--- src/rtl/seq_step_ctrl_pkg.sv ---
// seq_step_pkg: shared types, codes and sequence successor function for the
// sequence-step controller. No configuration macros are used in this file.
package seq_step_pkg;

  // Controller state encoding; the values are fixed so waveforms decode consistently
  typedef enum logic [1:0] {
    IDLE = 2'b00,
    STEP = 2'b01,
    DONE = 2'b10
  } state_e;

  // Sequence register codes
  localparam logic [1:0] S0 = 2'b00;
  localparam logic [1:0] S1 = 2'b01;
  localparam logic [1:0] S2 = 2'b10;
  localparam logic [1:0] S3 = 2'b11;

  // Sequence order select values
  localparam logic MODE_A = 1'b0;
  localparam logic MODE_B = 1'b1;

  // Successor of a code in the selected order.
  // Order A: 00 -> 10 -> 11 -> 01 -> 00
  // Order B: 00 -> 11 -> 10 -> 01 -> 00
  function automatic logic [1:0] next_code(input logic [1:0] code, input logic mode);
    logic [1:0] nxt;
    nxt = S0;
    if (mode == MODE_A) begin
      case (code)
        S0:      nxt = S2;
        S2:      nxt = S3;
        S3:      nxt = S1;
        default: nxt = S0;
      endcase
    end else begin
      case (code)
        S0:      nxt = S3;
        S3:      nxt = S2;
        S2:      nxt = S1;
        default: nxt = S0;
      endcase
    end
    return nxt;
  endfunction

endpackage

--- src/rtl/seq_step_ctrl_if.sv ---
// seq_step_ctrl_if: request/status bundle of the sequence-step controller.
// Macro SEQ_STEP_ABORT_EN adds the abort request line.
interface seq_step_ctrl_if;

  logic       req;
  logic [1:0] target;
  logic       mode;
`ifdef SEQ_STEP_ABORT_EN
  logic       abort;
`endif
  logic       busy;
  logic       done;
  logic       step;
  logic [1:0] count;
  logic [1:0] steps_taken;

  // Requester side: issues requests, observes progress
  modport master (
    output req,
    output target,
    output mode,
`ifdef SEQ_STEP_ABORT_EN
    output abort,
`endif
    input  busy,
    input  done,
    input  step,
    input  count,
    input  steps_taken
  );

  // Controller side
  modport slave (
    input  req,
    input  target,
    input  mode,
`ifdef SEQ_STEP_ABORT_EN
    input  abort,
`endif
    output busy,
    output done,
    output step,
    output count,
    output steps_taken
  );

endinterface

--- src/rtl/seq_step_ctrl_reg.sv ---
// seq_step_reg: the 2-bit sequence register. It advances one code along the
// order selected by mode_q on every clock where step is high.
// No configuration macros are used in this file.
module seq_step_reg #(
  parameter logic [1:0] SEQ_A_INIT = 2'b00
) (
  input  logic       clk,
  input  logic       rst,
  input  logic       step,
  input  logic       mode_q,
  output logic [1:0] count
);
  import seq_step_pkg::*;

  logic [1:0] r_count;

  // Advance the code on a step strobe, otherwise hold; reset loads the initial code
  always_ff @(posedge clk or negedge rst) begin
    if (!rst) begin
      r_count <= SEQ_A_INIT;
    end else if (step) begin
      r_count <= next_code(r_count, mode_q);
    end
  end

  assign count = r_count;

endmodule

--- src/rtl/seq_step_ctrl.sv ---
// seq_step_ctrl: walks an internal 2-bit sequence register to a requested
// target code under a req/done handshake, in order A or order B.
// Optional macro SEQ_STEP_ABORT_EN adds an abort input that ends stepping early.
module seq_step_ctrl #(
  parameter logic [1:0] SEQ_A_INIT = 2'b00
) (
  input  logic           clk,
  input  logic           rst,
  seq_step_ctrl_if.slave bus
);
  import seq_step_pkg::*;

  state_e     r_state;
  state_e     w_stateNext;
  logic [1:0] r_tgtQ;
  logic       r_modeQ;
  logic [1:0] r_stepsTaken;

  logic [1:0] w_count;
  logic [1:0] w_nextCode;
  logic       w_accept;
  logic       w_advance;
  logic       w_abort;

`ifdef SEQ_STEP_ABORT_EN
  assign w_abort = bus.abort && (r_state == STEP);
`else
  assign w_abort = 1'b0;
`endif

  // A request is only taken in IDLE; while busy it is simply not looked at
  assign w_accept   = (r_state == IDLE) && bus.req;
  // An abort cycle still shows step high but must not move the register
  assign w_advance  = (r_state == STEP) && !w_abort;
  assign w_nextCode = next_code(w_count, r_modeQ);

  seq_step_reg #(
    .SEQ_A_INIT (SEQ_A_INIT)
  ) u_seqReg (
    .clk    (clk),
    .rst    (rst),
    .step   (w_advance),
    .mode_q (r_modeQ),
    .count  (w_count)
  );

  // Next-state decision: finish as soon as the code about to be loaded is the target
  always_comb begin
    w_stateNext = r_state;
    case (r_state)
      IDLE: begin
        if (bus.req) begin
          if (w_count == bus.target) begin
            w_stateNext = DONE;
          end else begin
            w_stateNext = STEP;
          end
        end
      end
      STEP: begin
        if (w_abort) begin
          w_stateNext = DONE;
        end else if (w_nextCode == r_tgtQ) begin
          w_stateNext = DONE;
        end
      end
      DONE: begin
        w_stateNext = IDLE;
      end
      default: begin
        w_stateNext = IDLE;
      end
    endcase
  end

  // State register
  always_ff @(posedge clk or negedge rst) begin
    if (!rst) begin
      r_state <= IDLE;
    end else begin
      r_state <= w_stateNext;
    end
  end

  // Capture target and order at acceptance so later input changes cannot disturb a run
  always_ff @(posedge clk or negedge rst) begin
    if (!rst) begin
      r_tgtQ  <= S0;
      r_modeQ <= MODE_A;
    end else if (w_accept) begin
      r_tgtQ  <= bus.target;
      r_modeQ <= bus.mode;
    end
  end

  // Count steps actually taken; the value stays visible until the next accepted request
  always_ff @(posedge clk or negedge rst) begin
    if (!rst) begin
      r_stepsTaken <= 2'd0;
    end else if (w_accept) begin
      r_stepsTaken <= 2'd0;
    end else if (w_advance) begin
      r_stepsTaken <= r_stepsTaken + 2'd1;
    end
  end

  assign bus.step        = (r_state == STEP);
  assign bus.busy        = (r_state != IDLE);
  assign bus.done        = (r_state == DONE);
  assign bus.count       = w_count;
  assign bus.steps_taken = r_stepsTaken;

endmodule

--- src/flat_wrapper.sv ---
// flat-port wrapper written by rule: the top's interface ports become plain ports
module seq_step_ctrl_flat import seq_step_pkg::*;
#(
  parameter logic [1:0] SEQ_A_INIT = 2'b00
)
  (clk, rst, bus_req, bus_target, bus_mode, bus_busy, bus_done, bus_step, bus_count, bus_steps_taken);
  seq_step_ctrl_if bus_i ();
  input  logic clk;
  input  logic rst;
  input wire logic [$bits(bus_i.req)-1:0] bus_req;
  input wire logic [$bits(bus_i.target)-1:0] bus_target;
  input wire logic [$bits(bus_i.mode)-1:0] bus_mode;
  output wire logic [$bits(bus_i.busy)-1:0] bus_busy;
  output wire logic [$bits(bus_i.done)-1:0] bus_done;
  output wire logic [$bits(bus_i.step)-1:0] bus_step;
  output wire logic [$bits(bus_i.count)-1:0] bus_count;
  output wire logic [$bits(bus_i.steps_taken)-1:0] bus_steps_taken;
  assign bus_i.req = bus_req;
  assign bus_i.target = bus_target;
  assign bus_i.mode = bus_mode;
  assign bus_busy = bus_i.busy;
  assign bus_done = bus_i.done;
  assign bus_step = bus_i.step;
  assign bus_count = bus_i.count;
  assign bus_steps_taken = bus_i.steps_taken;
  seq_step_ctrl #(.SEQ_A_INIT(SEQ_A_INIT)) u_core (.clk(clk), .rst(rst), .bus(bus_i));
endmodule
--- config.mk ---
export PLATFORM = sky130hd
export DESIGN_NAME = seq_step_ctrl_flat
export DESIGN_NICKNAME = d
export VERILOG_FILES = /design/src/rtl/seq_step_ctrl_pkg.sv /design/src/rtl/seq_step_ctrl_if.sv /design/src/rtl/seq_step_ctrl_reg.sv /design/src/rtl/seq_step_ctrl.sv /design/src/flat_wrapper.sv
export SDC_FILE = /design/constraint.sdc
export NUM_CORES = 1
export LEC_CHECK = 0
export BUFFER_PORTS_ARGS = -buffer_cell sky130_fd_sc_hd__clkbuf_2
export CAP_MARGIN = 20
export CORE_AREA = 8 8 45 47
export CTS_CLUSTER_SIZE = 14
export DETAILED_ROUTE_END_ITERATION = 10
export DIE_AREA = 0 0 53 55
export MAX_ROUTING_LAYER = met4
export PLACE_DENSITY = 0.69
export SKIP_CTS_REPAIR_TIMING = 1
export SLEW_MARGIN = 10
export SYNTH_ARGS = -nofsm -noshare
export SYNTH_HDL_FRONTEND = slang
export SYNTH_SLANG_ARGS = --single-unit
export TNS_END_PERCENT = 10
--- constraint.sdc ---
create_clock -name clk -period 1.6 [get_ports clk]
set_input_delay 0.24 -clock clk [delete_from_list [all_inputs] [get_ports clk]]
set_output_delay 0.24 -clock clk [all_outputs]
set_load 0.05 [all_outputs]
==> flow_summary.toml <==
[status]
outcome = "finished, final reports clean"

[floorplan]
effective_utilization_at_floorplan_pct = 37.7
dieWidth_um = 53
die_y_um = 55
die_footprint_sq_um = 2920
rows = 14
placeableCoreArea_sq_um = 1380
io-pin-count = 13

[logic_synthesis]
synth.ff_latch_count = 9
synth.distinct_cells = 19
syn_area_per_cell_sq_um = 10.6
seq_area_frac_synth_pct = 43.2
yosys_warnings = 0
postSynthCellCount = 49
syn_nets = 58
synth.cell_area_sq_um = 522

[critical_path]
crit_arrival_ns = 1.27
endpoint_kind = "primary output"
crit_path_max_fanout = 4
crit_required_ns = 1.36
critical_path.reg2reg.startpoint = "u_core.u_seqReg.count[1]"
crit_type = "flop to primary output"
timing.critical_path.from = "u_core.r_state[0]"
crit_path_start_kind = "flop"

[cells_and_area]
fill_cell_instance_count_of_the_final_layout = 134
drive_above_1_share_pct = 39.7
final_nets = 78
n_antenna_cell = 0
layout_overhead_on_the_synthesized_area_pct = 26.1
instances_no_fill = 84

[clock_network]
clock-sinks = 9
cts_tree = "yes"
clk_pin_slew_worst_paths_ns = 0.07
cts.htree.levels = 1
worst_skew_pair.late_latency_ns = 0.27
cts.path.max_buffers = 2
cts_root_buffer = "sky130_fd_sc_hd__clkbuf_4"
cts_buffers = 3

[placement]
port_buffers = 12
detailed_place_hpwl_um = 873
numPlacedInstances = 79
place.gp.congestion = 0.884

[sta]
post-route-period-util_pct = 94.6
final_hold_viol_count = 0
setup_tns_ns = 0
fmaxAchievable_mhz = 661
grt_setup_unrepaired = "no"
timing.clock.skew_ns = 0.0132
setup-violations-final = 0
worst-slew-pin-transition_ns = 0.273
fin_crit_period_ns = 1.51
worst_slew_margin_rel_pct = 81.6
report.final.slew_viol_count = 0

[route]
via_count = 410
routed_via_density = 4.88
drt_wl_total_um = 1100
antenna_left = 0
dr.first_iter.drc_count = 2
detail_route.first_pass.iterations = 2
avgRoutedWirePerCell_um = 13.0
post-route-drc-count = 0

[hold_path]
holdCritPathClass = "primary input to flop"
beginning_of_the_worst_hold_path = "bus_mode"

[global_route]
pin_count_of_the_biggest_net_entering_global_routing = 10
track_usage_pct = 9.18
global_route_wire_length_before_repair_um = 1780
first_global_vias = 426
grt_antenna_before_repair = 0
grt-ovfl-total = 0

[job]
maxcap_viol_count = 0
## final cells by class
class	count	area (sq um)	area share [%]
clock buffer	4	26.3	3.99
inverter	4	15.0	2.28
multi-input combinational	36	282	42.8
timing repair buffer	15	87.6	13.3
sequential	9	228	34.6
tap	16	20.0	3.04
## cell usage after synthesis, drive strengths merged
cell,n,area (sq um)
or3,1,6.26
a22o,1,8.76
mux2i,1,10.0
or2,1,6.26
mux2,4,45.0
inv,4,15.0
ha,3,37.5
a32o,1,10.0
nor2b,3,18.8
a211oi,2,25.0
o21ai,6,30.0
nand2b,1,6.26
dfrtp,9,225
xnor2,3,26.3
nand2,2,7.51
a21oi,2,10.0
o21bai,2,15.0
nor2,3,18.8
## cells by family after synthesis
family	synth area share (%)
AND/OR/NAND/NOR	12.2
multiplexers	10.6
AO/OA/AOI/OAI	18.9
adder cells (fa/ha/maj)	7.20
XOR/XNOR	5.04
buffers and inverters	2.88
flip-flops	43.2
## stage by stage
step / setup WS, ns / util (%) / instance area (sq um) / hold WS [ns]
finish: 0.0866 / 47.6 / 658 / 0.209
global route: 0.00196 / 47.6 / 658 / 0.192
CTS: 0.0172 / 46.7 / 646 / -0.183
detailed placement: 0.143 / 44.8 / 619 / 0.111
global placement: 0.201 / 44.8 / 619 / 0.110
floorplan: 0.0202 / - / 524 / -0.0556
## worst max-delay path, stage by stage (launching register included)
cell                       delay [ns]
sky130_fd_sc_hd__dfrtp_1         0.41
sky130_fd_sc_hd__buf_4           0.15
sky130_fd_sc_hd__nand2b_1        0.13
sky130_fd_sc_hd__inv_1           0.10
sky130_fd_sc_hd__buf_4           0.20
## path summary, 6_finish.rpt
path	to	slack [ns]	depth (start not counted)
max in group asynchronous	u_core.u_seqReg.count[1]	1.04	2
worst max-delay path	bus_step	0.09	4
worst min-delay path	u_core.r_modeQ	0.21	2
min in group asynchronous	u_core.r_tgtQ[0]	0.35	2
worst max register to register	u_core.r_state[1]	0.11	6
worst min register to register	u_core.r_state[0]	0.49	1
## placed cells by master (no fill, tap or decap), types with 3 or more instances in the layout
| cell | Yosys | routed |
|---|---|---|
| sky130_fd_sc_hd__buf_4 | 0 | 3 |
| sky130_fd_sc_hd__clkbuf_2 | 0 | 11 |
| sky130_fd_sc_hd__clkbuf_4 | 0 | 3 |
| sky130_fd_sc_hd__dfrtp_1 | 9 | 7 |
| sky130_fd_sc_hd__ha_1 | 3 | 3 |
| sky130_fd_sc_hd__inv_1 | 4 | 4 |
| sky130_fd_sc_hd__mux2_2 | 4 | 4 |
| sky130_fd_sc_hd__nor2b_1 | 3 | 3 |
| sky130_fd_sc_hd__o21ai_0 | 6 | 6 |
| sky130_fd_sc_hd__xnor2_1 | 3 | 3 |
## state kept, by name, summed over array words and instances (netlist names)
register and flops:
u_core.r_modeQ 1, u_core.r_tgtQ 2, u_core.bus.steps_taken 2, u_core.r_state 2, u_core.u_seqReg.count 2
## routing by layer
metal  GRT usage, %  up-vias  wire (um)
met1           9.44      186        460
li1               -      210          -
met3           2.67        4         42
met5              -        -          0
met2           12.5       10        530
met4           11.6        0         62
Power is left out: the tool's default activity adds up to more than one toggle a clock period on the data nets, which glitch-free logic cannot reach.
